--- src/rtl/dqn_fp32_pkg.sv ---
// Shared definitions for the DQN FP32 datapath: word width, operand count
// and the arbiter FSM state encoding.
package dqn_fp32_pkg;

  localparam int FP32_WIDTH      = 32;
  localparam int ADDER3_OPERANDS = 3;

  typedef enum logic [2:0] {
    IDLE    = 3'd0,
    COLLECT = 3'd1,
    ISSUE0  = 3'd2,
    ISSUE1  = 3'd3,
    ISSUE2  = 3'd4
  } arbState_e;

endpackage

--- src/rtl/adder3_arbiter_floating_point32_tag_fifo.sv ---
// Small synchronous FIFO holding the requester ID of every job in flight
// through the adder; pointers carry one extra wrap bit to tell full from empty.
module tag_fifo_sync #(
  parameter int WIDTH = 2,
  parameter int DEPTH = 8
) (
  input  logic             clk,
  input  logic             rst,
  input  logic             push,
  input  logic [WIDTH-1:0] wdata_i,
  input  logic             pop,
  output logic [WIDTH-1:0] rdata_o,
  output logic             full,
  output logic             empty
);

  localparam int AW = $clog2(DEPTH);

  logic [WIDTH-1:0] mem_q [DEPTH];
  logic [AW:0]      wrPtr_q;
  logic [AW:0]      rdPtr_q;
  logic             doPush;
  logic             doPop;

  assign empty   = (wrPtr_q == rdPtr_q);
  assign full    = (wrPtr_q[AW] != rdPtr_q[AW]) &&
                   (wrPtr_q[AW-1:0] == rdPtr_q[AW-1:0]);
  assign doPush  = push && !full;
  assign doPop   = pop && !empty;
  assign rdata_o = mem_q[rdPtr_q[AW-1:0]];

  always_ff @(posedge clk or posedge rst) begin
    if (rst) begin
      wrPtr_q <= '0;
      rdPtr_q <= '0;
    end else begin
      if (doPush) wrPtr_q <= wrPtr_q + 1'b1;
      if (doPop)  rdPtr_q <= rdPtr_q + 1'b1;
    end
  end

  // Storage needs no reset: stale entries are unreachable once the pointers clear.
  always_ff @(posedge clk) begin
    if (doPush) mem_q[wrPtr_q[AW-1:0]] <= wdata_i;
  end

endmodule

--- src/rtl/adder3_arbiter_floating_point32.sv ---
// Round-robin arbiter sharing one 3-input FP32 adder among NUM_REQ requesters:
// gathers A, B, bias from the winner, issues them as one burst, routes results back.
module adder3_arbiter_floating_point32
  import dqn_fp32_pkg::*;
#(
  parameter int NUM_REQ   = 4,
  parameter int ID_WIDTH  = 2,
  parameter int TAG_DEPTH = 8
) (
  input  logic                          clk,
  input  logic                          rst_n,
  input  logic [NUM_REQ-1:0]            req_valid,
  input  logic [FP32_WIDTH*NUM_REQ-1:0] req_data,
  output logic [NUM_REQ-1:0]            req_ready,
  output logic                          add_valid,
  output logic [FP32_WIDTH-1:0]         add_data,
  input  logic                          add_o_valid,
  input  logic [FP32_WIDTH-1:0]         add_o_data,
  output logic [NUM_REQ-1:0]            res_valid,
  output logic [FP32_WIDTH-1:0]         res_data,
  output logic [ID_WIDTH-1:0]           res_id,
  output logic                          busy,
  output logic                          err
);

  arbState_e               state_q, state_d;
  logic [ID_WIDTH-1:0]     grantId_q, grantId_d;
  logic [ID_WIDTH-1:0]     rrPtr_q, rrPtr_d;
  logic [1:0]              cnt_q, cnt_d;
  logic [FP32_WIDTH-1:0]   wordBuf_q [ADDER3_OPERANDS];

  logic [NUM_REQ-1:0]      reqReady_q, reqReady_d;
  logic                    addValid_q, addValid_d;
  logic [FP32_WIDTH-1:0]   addData_q, addData_d;
  logic [NUM_REQ-1:0]      resValid_q;
  logic [FP32_WIDTH-1:0]   resData_q;
  logic [ID_WIDTH-1:0]     resId_q;
  logic                    err_q;

  logic                    accept;
  logic [FP32_WIDTH-1:0]   grantWord;
  logic                    tagFull;
  logic                    tagEmpty;
  logic [ID_WIDTH-1:0]     tagHead;
  logic                    tagPush;

  // First valid requester at or above ptr, otherwise the first one below it.
  function automatic logic [ID_WIDTH-1:0] rrPick(input logic [NUM_REQ-1:0] valid,
                                                 input logic [ID_WIDTH-1:0] ptr);
    logic [ID_WIDTH-1:0] pick;
    logic                found;
    pick  = '0;
    found = 1'b0;
    for (int i = 0; i < NUM_REQ; i++) begin
      if (!found && valid[i] && (i >= int'(ptr))) begin
        pick  = ID_WIDTH'(i);
        found = 1'b1;
      end
    end
    for (int i = 0; i < NUM_REQ; i++) begin
      if (!found && valid[i]) begin
        pick  = ID_WIDTH'(i);
        found = 1'b1;
      end
    end
    return pick;
  endfunction

  function automatic logic [ID_WIDTH-1:0] nextId(input logic [ID_WIDTH-1:0] id);
    return (int'(id) == NUM_REQ - 1) ? '0 : id + 1'b1;
  endfunction

  assign accept    = (state_q == COLLECT) && |(req_valid & reqReady_q);
  assign grantWord = req_data[FP32_WIDTH*int'(grantId_q) +: FP32_WIDTH];
  assign tagPush   = (state_q == ISSUE2);

  always_ff @(posedge clk or posedge rst_n) begin
    if (rst_n) begin
      state_q   <= IDLE;
      grantId_q <= '0;
      rrPtr_q   <= '0;
      cnt_q     <= '0;
    end else begin
      state_q   <= state_d;
      grantId_q <= grantId_d;
      rrPtr_q   <= rrPtr_d;
      cnt_q     <= cnt_d;
    end
  end

  // The full check gates the grant, so an accepted job always has a tag slot.
  always_comb begin
    state_d   = state_q;
    grantId_d = grantId_q;
    rrPtr_d   = rrPtr_q;
    cnt_d     = cnt_q;
    unique case (state_q)
      IDLE: begin
        if (|req_valid && !tagFull) begin
          grantId_d = rrPick(req_valid, rrPtr_q);
          rrPtr_d   = nextId(grantId_d);
          state_d   = COLLECT;
        end
      end
      COLLECT: begin
        if (accept) begin
          if (cnt_q == 2'(ADDER3_OPERANDS - 1)) begin
            cnt_d   = '0;
            state_d = ISSUE0;
          end else begin
            cnt_d = cnt_q + 1'b1;
          end
        end
      end
      ISSUE0:  state_d = ISSUE1;
      ISSUE1:  state_d = ISSUE2;
      ISSUE2:  state_d = IDLE;
      default: state_d = IDLE;
    endcase
  end

  always_comb begin
    reqReady_d = '0;
    addValid_d = 1'b0;
    addData_d  = '0;
    unique case (state_d)
      COLLECT: reqReady_d = NUM_REQ'(1) << grantId_d;
      ISSUE0: begin
        addValid_d = 1'b1;
        addData_d  = wordBuf_q[0];
      end
      ISSUE1: begin
        addValid_d = 1'b1;
        addData_d  = wordBuf_q[1];
      end
      ISSUE2: begin
        addValid_d = 1'b1;
        addData_d  = wordBuf_q[2];
      end
      default: ;
    endcase
  end

  always_ff @(posedge clk or posedge rst_n) begin
    if (rst_n) begin
      wordBuf_q[0] <= '0;
      wordBuf_q[1] <= '0;
      wordBuf_q[2] <= '0;
    end else if (accept) begin
      case (cnt_q)
        2'd0:    wordBuf_q[0] <= grantWord;
        2'd1:    wordBuf_q[1] <= grantWord;
        default: wordBuf_q[2] <= grantWord;
      endcase
    end
  end

  always_ff @(posedge clk or posedge rst_n) begin
    if (rst_n) begin
      reqReady_q <= '0;
      addValid_q <= 1'b0;
      addData_q  <= '0;
    end else begin
      reqReady_q <= reqReady_d;
      addValid_q <= addValid_d;
      addData_q  <= addData_d;
    end
  end

  // A result with no outstanding tag is dropped and latched as an error.
  always_ff @(posedge clk or posedge rst_n) begin
    if (rst_n) begin
      resValid_q <= '0;
      resData_q  <= '0;
      resId_q    <= '0;
      err_q      <= 1'b0;
    end else begin
      resValid_q <= '0;
      if (add_o_valid && tagEmpty) begin
        err_q <= 1'b1;
      end
      if (add_o_valid && !tagEmpty) begin
        resValid_q <= NUM_REQ'(1) << tagHead;
        resId_q    <= tagHead;
        resData_q  <= add_o_data;
      end
    end
  end

  tag_fifo_sync #(
    .WIDTH (ID_WIDTH),
    .DEPTH (TAG_DEPTH)
  ) u_tagFifo (
    .clk     (clk),
    .rst     (rst_n),
    .push    (tagPush),
    .wdata_i (grantId_q),
    .pop     (add_o_valid),
    .rdata_o (tagHead),
    .full    (tagFull),
    .empty   (tagEmpty)
  );

  assign req_ready = reqReady_q;
  assign add_valid = addValid_q;
  assign add_data  = addData_q;
  assign res_valid = resValid_q;
  assign res_data  = resData_q;
  assign res_id    = resId_q;
  assign busy      = (state_q != IDLE) || !tagEmpty;
  assign err       = err_q;

endmodule

--- config.mk ---
export PLATFORM = sky130hd
export DESIGN_NAME = adder3_arbiter_floating_point32
export DESIGN_NICKNAME = d
export VERILOG_FILES = /design/src/rtl/dqn_fp32_pkg.sv /design/src/rtl/adder3_arbiter_floating_point32_tag_fifo.sv /design/src/rtl/adder3_arbiter_floating_point32.sv
export SDC_FILE = /design/constraint.sdc
export NUM_CORES = 1
export LEC_CHECK = 0
export BUFFER_PORTS_ARGS = -buffer_cell sky130_fd_sc_hd__buf_2
export CAP_MARGIN = 15
export CORE_MARGIN = 2
export CORE_UTILIZATION = 42
export CTS_CLUSTER_SIZE = 25
export DETAILED_ROUTE_END_ITERATION = 7
export PLACE_DENSITY = 0.68
export SYNTH_ARGS = -nofsm -noshare
export SYNTH_HDL_FRONTEND = slang
export SYNTH_HIERARCHICAL = 1
export SYNTH_SLANG_ARGS = --single-unit
--- constraint.sdc ---
create_clock -name clk -period 5.6 [get_ports clk]
set_input_delay 0.28 -clock clk [delete_from_list [all_inputs] [get_ports clk]]
set_output_delay 0.28 -clock clk [all_outputs]
set_load 0.03 [all_outputs]
==> results.txt <==
Status: complete, no violations
# clock sinks: 205
Gpl congestion: 0.770
WL/cell: 16.9 um
Largest cells by area after synthesis: dfrtp_1, mux4_2, mux2_2, nand2_1, edfxtp_1
Final wirelength: 21200 um
First-pass GRT wire length: 34800 um
Max_slew headroom: 34.6%
Core ar.: 21600 um2
I/O pin count: 244
TritonCTS clock tree: built
Synth unique cells: 56
CP max stage cell: nor4_1
Final non-filler cell total: 1252
Port Buffers: 243
Post-layout min period: 2530 ps
CTS Buf Count: 23
FF+latch count, synth: 205
Post-layout nets: 1127
1st-iter DRT viols: 393
Critical Path RT: 5320 ps
Synthesis warning total: 6
# diodes: 0
DR vias: 6460
Post-CTS setup buffers: 0
Clk slew on worst S/H paths: 50 ps
Clock Root Buffer: clkbuf_16
CP peak stage delay: 630 ps
Vias in the first global route: 6670
Residual DRC: 0
Global Route Usage Sum: 18.3%
CP Cell Sequence: xor2_2 -> nor4_1 -> nand2_1 -> buf_2
Detailed-placement wirelength estimate: 13600 um
Ys async rst share: 92.2%
CP Launch Type: register
Pwr dens: 541 nW/um2
Post-synth top area share: 51.5%
Sequential element share of the synthesized area: 56.7%
Post-synthesis instance total: 696
Final setup fails: 0
FILL cells: 1830
Max VDD drop: 285 uV
EDFF count, synth: 16
CP Data Arrival Time: 2250 ps
Hold Path Class: in2reg
Die area: 23100 um2
CP Max Fanout: 9
Core Rows: 54
Mean post-synth cell area: 13.2 um2
GR Overflow Total: 0
Post-synth top area cell: dfrtp_1
Mapped Nets: 865
Die Y: 152 um
Starting Density: 42.5%
Worst setup EP type: primary output
Avg Vias per Cell: 5.16
Worst skew pair latency: 490 ps
Pre-Repair DR Iteration Count: 5
Share of cells above drive strength 1: 45.2%
Pleak: 0.00571 uW
Tcrit/Tclk final: 45.2%
Max-slew violations: 0
Placed insts: 1184
Layout area overhead: 26.8%
Largest net degree at the start of global routing: 123
Tightest Pin Transition: 981 ps
Htree depth: 1
CTS Buffer Depth: 3
Die width: 152 um
Synthesized cell area: 9190 um2
Main synth FF type: dfrtp_1
Clk_skew: 7.81 ps
RSZ-0062 raised after global routing: false
Initial antenna violation count: 0
Hold Fails Final Rpt: 0
Setup Crit Path Kind: reg2out
Hold_ws: 22.8 ps
Setup TNS: 0 ps
Final ANT Viol Nets: 0
Max Freq: 0.395 GHz
Max-Cap Viols: 0
report_power, final:
part | switching (uW) | total [uW] | internal, uW | leakage (uW)
sequential | 388 | 2470 | 2080 | 0.00249
clock | 561 | 1470 | 908 | 0.000369
combinational | 1240 | 2360 | 1120 | 0.00285
total | 2190 | 6300 | 4110 | 0.00571
cells in the mapped netlist (all sizes together) (2+ instances only):
master and instances:
a21oi 3, or3 3, nor4 6, a22o 2, nor3 7, a22oi 32, mux2 100, dfrtp 189
xnor2 6, o21ai 5, nand3b 2, nand3 2, nor2 6, xor2 6, a21o 5, a32oi 2
clkbuf 22, inv 6, nor2b 3, a21boi 2, nor3b 5, mux4 36, or2 2, nand2 180
buf 21, o41ai 3, a41oi 3, nand4 2, edfxtp 16, nand2b 4, ha 2
registers in the layout, indices dropped and copies added (netlist names), 3 cells and up:
| signal | flops |
|---|---|
| res_data | 32 |
| res_valid | 4 |
| add_data | 32 |
| u_tagFifo/rdPtr_q | 4 |
| u_tagFifo/wrPtr_q | 4 |
| req_ready | 4 |
| wordBuf_q | 96 |
| u_tagFifo/mem_q | 16 |
| state_q | 3 |
placed cells by master, fill, tap and decap left out, types with 4 or more instances in the layout:
master / n
xnor2_1: 6
a21o_1: 5
nor3_1: 6
nor2_1: 6
o21ai_0: 4
clkbuf_8: 5
nand2_1: 180
mux2_2: 69
inv_1: 5
nand2b_1: 4
dfrtp_1: 187
dlygate4sd3_1: 29
a22oi_1: 32
clkbuf_1: 5
mux2_4: 29
clkinv_2: 4
mux4_2: 36
nor4_1: 5
edfxtp_1: 16
buf_2: 243
buf_4: 8
clkbuf_16: 23
critical path: cells and delay by family, from the launching register on:
kind / cells / cell delay (ps)
DFF: 1 / 520
buffers and inverters: 1 / 210
xor gates and xnor gates: 1 / 290
and+or+nand+nor: 2 / 730
stage by stage:
stage                     power (uW)  setup slack, ps  instance area, um2  util [%]
final                           6300             3070               11700      53.9
after global routing            6690             2820               11700      53.9
after CTS                       6380             3060               11700      53.9
after detailed placement        4860             3090               10600      49.1
after global placement          4780             3150               10600      49.1
after floorplan                 4270              405                9190         -
layout make-up:
type	instances	area [um2]	share of cell area [%]
Tap cell	280	350	3.01
Clock buffer	33	663	5.69
Timing Repair Buffer	280	1570	13.4
Sequential cell	205	5210	44.7
Multi-Input combinational cell	442	3750	32.2
Inverter	6	30.0	0.258
Clock inverter	6	80.1	0.687
final timing paths:
| path | to | slack, ps | cells after the start | startpoint |
|---|---|---|---|---|
| worst min-delay path | res_data[8]$_DFFE_PP0P_ | 20 | 3 | add_o_data[8] |
| worst max-delay path | busy | 3070 | 4 | u_tagFifo/rdPtr_q[1]$_DFFE_PP0P_ |
| worst max register to register | req_ready[1]$_DFF_PP0_ | 3080 | 6 | u_tagFifo/rdPtr_q[0]$_DFFE_PP0P_ |
| max in group asynchronous | wordBuf_q[81]$_DFFE_PP0P_ | 3730 | 4 | rst_n |
| worst min register to register | err$_DFFE_PP0P_ | 470 | 1 | err$_DFFE_PP0P_ |
| min in group asynchronous | u_tagFifo/wrPtr_q[3]$_DFFE_PP0P_ | 390 | 3 | rst_n |
logic make-up after synthesis:
| logic type | Yosys count | synth area share (%) |
|---|---|---|
| XOR/XNOR | 12 | 1.51 |
| flip-flops | 205 | 56.7 |
| buffers and inverters | 49 | 2.68 |
| AO/OA/AOI/OAI | 65 | 5.87 |
| multiplexers | 137 | 22.4 |
| AND/OR/NAND/NOR | 226 | 10.6 |
| adder cells (fa/ha/maj) | 2 | 0.272 |
what timing repair did:
| action | 4_1_cts | 5_1_grt |
|---|---|---|
| hold buffers | 29 | 0 |
| endpoints found under the hold margin | 36 | 0 |
| gates resized for setup | 0 | 0 |
metal layers:
layer / track usage (%) / up-vias / wire, um
li1: - / 2996 / -
met1: 24.2 / 3176 / 9260
met2: 30.8 / 246 / 10000
met3: 3.68 / 42 / 1290
met4: 5.56 / 0 / 557
met5: 0 / - / 0
(Power assumes the default switching activity.)
